<file path="src/rtl/cv32e40x_alu_result_buf.sv">
// Two-entry registered skid buffer between the ALU (EX) and WB.
// Every output is decoded from flops, so neither handshake side sees a combinational path from the other.
module cv32e40x_alu_result_buf #(
  parameter int RESULT_W  = 32,
  parameter int RD_ADDR_W = 5
) (
  input  logic                 clk,
  input  logic                 rst,
  input  logic                 flush_i,
  input  logic                 in_valid_i,
  output logic                 in_ready_o,
  input  logic [RESULT_W-1:0]  in_result_i,
  input  logic                 in_cmp_i,
  input  logic [RD_ADDR_W-1:0] in_rd_addr_i,
  input  logic                 in_rd_we_i,
  output logic                 out_valid_o,
  input  logic                 out_ready_i,
  output logic [RESULT_W-1:0]  out_result_o,
  output logic                 out_cmp_o,
  output logic [RD_ADDR_W-1:0] out_rd_addr_o,
  output logic                 out_rd_we_o,
  output logic [1:0]           occupancy_o
);

  typedef struct packed {
    logic [RESULT_W-1:0]  result;
    logic                 cmp;
    logic [RD_ADDR_W-1:0] rd_addr;
    logic                 rd_we;
  } entry_t;

  // The encoding doubles as the occupancy count.
  typedef enum logic [1:0] {
    EMPTY = 2'd0,
    ONE   = 2'd1,
    FULL  = 2'd2
  } state_e;

  state_e state, state_n;
  entry_t entry0, entry1, entry0_n, entry1_n;
  entry_t in_entry;
  logic   push, pop;

  assign in_entry    = '{result: in_result_i, cmp: in_cmp_i, rd_addr: in_rd_addr_i, rd_we: in_rd_we_i};

  assign in_ready_o  = (state != FULL);
  assign out_valid_o = (state != EMPTY);
  assign occupancy_o = state;

  assign push = in_valid_i & in_ready_o & ~flush_i;
  assign pop  = out_valid_o & out_ready_i;

  // Head payload is forced to zero while nothing is valid.
  assign out_result_o  = out_valid_o ? entry0.result  : '0;
  assign out_cmp_o     = out_valid_o ? entry0.cmp     : 1'b0;
  assign out_rd_addr_o = out_valid_o ? entry0.rd_addr : '0;
  assign out_rd_we_o   = out_valid_o ? entry0.rd_we   : 1'b0;

  always_comb begin
    state_n  = state;
    entry0_n = entry0;
    entry1_n = entry1;
    if (flush_i) begin
      // A pop this cycle still counts as a transfer; WB handles its own kill.
      state_n  = EMPTY;
      entry0_n = '0;
      entry1_n = '0;
    end else begin
      unique case (state)
        EMPTY: begin
          if (push) begin
            state_n  = ONE;
            entry0_n = in_entry;
          end
        end
        ONE: begin
          if (push && !pop) begin
            state_n  = FULL;
            entry1_n = in_entry;
          end else if (pop && !push) begin
            state_n  = EMPTY;
            entry0_n = '0;
          end else if (push && pop) begin
            entry0_n = in_entry;
          end
        end
        FULL: begin
          if (pop) begin
            state_n  = ONE;
            entry0_n = entry1;
            entry1_n = '0;
          end
        end
        default: begin
          state_n  = EMPTY;
          entry0_n = '0;
          entry1_n = '0;
        end
      endcase
    end
  end

  always_ff @(posedge clk) begin
    if (rst) begin
      state  <= EMPTY;
      entry0 <= '0;
      entry1 <= '0;
    end else begin
      assert (!(push && state == FULL)) else $error("push while FULL");
      assert (!(pop && state == EMPTY)) else $error("pop while EMPTY");
      state  <= state_n;
      entry0 <= entry0_n;
      entry1 <= entry1_n;
    end
  end

endmodule

</file>
<file path="config.mk">
export PLATFORM = sky130hd
export DESIGN_NAME = cv32e40x_alu_result_buf
export DESIGN_NICKNAME = d
export VERILOG_FILES = /design/src/rtl/cv32e40x_alu_result_buf.sv
export SDC_FILE = /design/constraint.sdc
export NUM_CORES = 1
export LEC_CHECK = 0
export CORE_ASPECT_RATIO = 1.25
export CORE_MARGIN = 2
export CORE_UTILIZATION = 51
export CTS_CLUSTER_DIAMETER = 150
export DETAILED_ROUTE_END_ITERATION = 8
export PLACE_DENSITY = 0.91
export SLEW_MARGIN = 20
export SYNTH_ARGS = -nofsm -noshare
export SYNTH_HDL_FRONTEND = slang
export SYNTH_SLANG_ARGS = --single-unit
</file>
<file path="constraint.sdc">
create_clock -name clk -period 2.9 [get_ports clk]
set_input_delay 0.725 -clock clk [delete_from_list [all_inputs] [get_ports clk]]
set_output_delay 0.725 -clock clk [all_outputs]
set_load 0.005 [all_outputs]
</file>
==> results.json <==
{
  "status": "complete, no violations",
  "syn_inst": 471,
  "rows": 36,
  "synth_xor_area_frac": 0,
  "synth_top_family_by_area": "compound AO/OA/AOI/OAI gates",
  "place.gp.congestion": 0.8796,
  "overflow": 0,
  "nets": 576,
  "htree_levels": 3,
  "synthAdderAreaFrac": 0.006234,
  "power_leakage_nw": 1.683,
  "synth_top_area_cell": "dfxtp_1",
  "yosys-top-cells-count": "80 x dfxtp_1, 43 x nor2_1, 42 x nand2_1, 40 x a21oi_1, 40 x and2_1",
  "clk_pin_slew_ns": 0.09,
  "drtIter0Drc": 321,
  "setup_violations": 0,
  "period_share": 0.9469,
  "cts_buffers": 9,
  "synth.area.top_cells": "dfxtp_1 40%, mux2i_1 9.7%, a32oi_1 8.5%",
  "total_power_w": 0.002395,
  "powerDensity_mw_per_mm2": 464.7,
  "hold_end": "entry1[20]",
  "start_kind": "flop",
  "via_per_inst": 5.992,
  "relSlewSlack": 0.2818,
  "synth_top_area_frac": 0.3990,
  "synth.most_common_cell": "dfxtp_1",
  "synthArstFlopShare": 0,
  "synth_compound_area_frac": 0.2282,
  "synth_edf_count": 0,
  "critPathKind": "flop to output pin",
  "ys_warn_count": 0,
  "synth-seq-cells": 80,
  "routed-via-count": 3775,
  "synth_area_mm2": 0.004014,
  "clock_latency_ns": 0.36,
  "synthToLayoutAreaGrowth_pct": 28.37,
  "ys_seq_area_frac": 0.3990,
  "final_util": 0.6689,
  "timing.final.ws_setup_ns": 0.1540,
  "max_freq_ghz": 0.3642,
  "dpl.hpwl_um": 6747,
  "die_y_um": 103.2,
  "drv_slew": 0,
  "dp_slack_ns": -0.05311,
  "reg2reg_setup_slack_ns": 0.26,
  "avgSynthCellArea_um2": 8.522,
  "antenna_found_initial": 0,
  "post_drt_wl_per_cell_um": 16.93,
  "synthMuxAreaShare": 0.09726,
  "die_x_um": 83.35,
  "layout.cells.non_filler": 630,
  "r2r_cells": 7,
  "antenna_left": 0,
  "synth_ff_type": "dfxtp_1",
  "cp_data_arrival_time_ns": 2.02,
  "reg2reg_to": "entry0[8]",
  "cts_buffer_depth": 2,
  "numPortBuffers": 86,
  "clock-sinks": 80,
  "track_usage": 0.2392,
  "hold_path_class": "flop to flop",
  "rsz0062_at_grt": "no",
  "clockRootBuffer": "clkbuf_8",
  "synthSimpleGateAreaFrac": 0.2082,
  "grt_pass1_wl_um": 16770,
  "route.detailed.drc": 0,
  "wl_um": 10670,
  "core-area_mm2": 0.007702,
  "cts_resized": 0,
  "crit_required_ns": 2.17,
  "hold_buffers": 0,
  "fin_worst_skew_ns": 0.009967,
  "rr_startpoint": "occupancy_o[1]",
  "grt_max_degree": 81,
  "io_pins": 87,
  "hold_viol_final": 0,
  "ys_types": 26,
  "first_global_vias": 3632,
  "path_max_fanout": 48,
  "hp-start": "entry1[20]",
  "fin_crit_ns": 2.746,
  "dieArea_mm2": 0.008600,
  "syn_nets": 517,
  "cap_violations": 0,
  "tritoncts": "built",
  "peakVddDrop_uv": 368.3,
  "detail_route.first_pass.iterations": 4,
  "worstMarginPinSlew_ns": 1.075,
  "start_util": 0.5211,
  "drive_gt1_frac": 0.07103,
  "dp_cells": 614,
  "antennaDiodeCount": 0,
  "hold_path_depth": 2,
  "cp-end-kind": "output pin",
  "cts_setup_buffers": 0
}
report_power, final:
| group | total, W | leakage, nW | switching [W] | internal, W |
|---|---|---|---|---|
| Sequential | 0.00113 | 0.648 | 0.0000101 | 0.00112 |
| Clock | 0.00100 | 0.124 | 0.000407 | 0.000596 |
| Combinational | 0.000266 | 0.912 | 0.000142 | 0.000124 |
| Total | 0.00239 | 1.68 | 0.000559 | 0.00184 |
per-layer routing:
| metal | GRT usage | share of wire | up-vias |
|---|---|---|---|
| li1 | - | - | 1816 |
| met1 | 0.2676 | 0.40 | 1802 |
| met2 | 0.4510 | 0.52 | 139 |
| met3 | 0.03571 | 0.066 | 18 |
| met4 | 0.1122 | 0.017 | 0 |
| met5 | 0 | 0 | - |
flip-flops by register name, indices dropped and copies added, names as in the netlist:
signal and flops:
entry1 39, entry0 39, occupancy_o 2
per-stage QoR:
step | hold WS [ns] | setup TNS, ns | area (µm²)
6_report | 0.4547 | 0 | 5152
5_1_grt | 0.4701 | 0 | 5152
4_1_cts | 0.4535 | 0 | 5152
3_5_place_dp | 0.4428 | -0.1863 | 4907
3_3_place_gp | 0.4370 | 0 | 4907
2_1_floorplan | 0.4316 | 0 | 4014
layout make-up:
type                       instances  area (µm²)
clock buffer                      11       141.4
clock inverter                     5       103.9
fill                             639        2550
inverter                           3       11.26
multi-input combinational        336        2205
sequential                        80        1607
tap                               95       118.9
timing repair buffer             100       965.9
worst max-delay path by stage:
stage                        start              to  depth (start not counted)
CTS                 occupancy_o[1]  occupancy_o[1]                          2
global placement           flush_i      entry0[15]                          8
global route        occupancy_o[0]       entry0[4]                          7
detailed placement         flush_i       entry0[8]                          8
finish              occupancy_o[1]  occupancy_o[1]                          2
floorplan           occupancy_o[1]      entry0[19]                         12
kinds of logic after synthesis:
logic type	count (synthesis)
compound gates	123
fa+ha+maj	2
flops	80
simple gates	172
buf+inv	55
mux	39
critical path, stage by stage, from the launching register on:
cell and delay, ns:
dfxtp_4 0.35, buf_4 0.66, clkdlybuf4s50_1 0.64
cell usage in the layout (no fill, tap or decap):
cell              n
a211o_1           1
a211oi_1          1
a21oi_1          39
a21oi_4           1
a31oi_1           1
a32oi_1          39
and2_1           40
and3b_1           1
buf_4            14
bufinv_16         3
clkbuf_1          1
clkbuf_8         10
clkdlybuf4s50_1  86
clkinv_2          1
clkinv_4          1
dfxtp_1          78
dfxtp_2           1
dfxtp_4           1
ha_1              2
inv_1             3
mux2i_1          39
nand2_1          42
nand2b_1          1
nand3_1          39
nand3b_1          1
nor2_1           42
nor2_4            1
nor2b_1           1
nor2b_4           1
nor4b_4           1
o21ai_1           1
o21ai_4           1
o2bb2ai_1        39
or2_2             2
No activity file was read; power rests on OpenSTA's default activity.
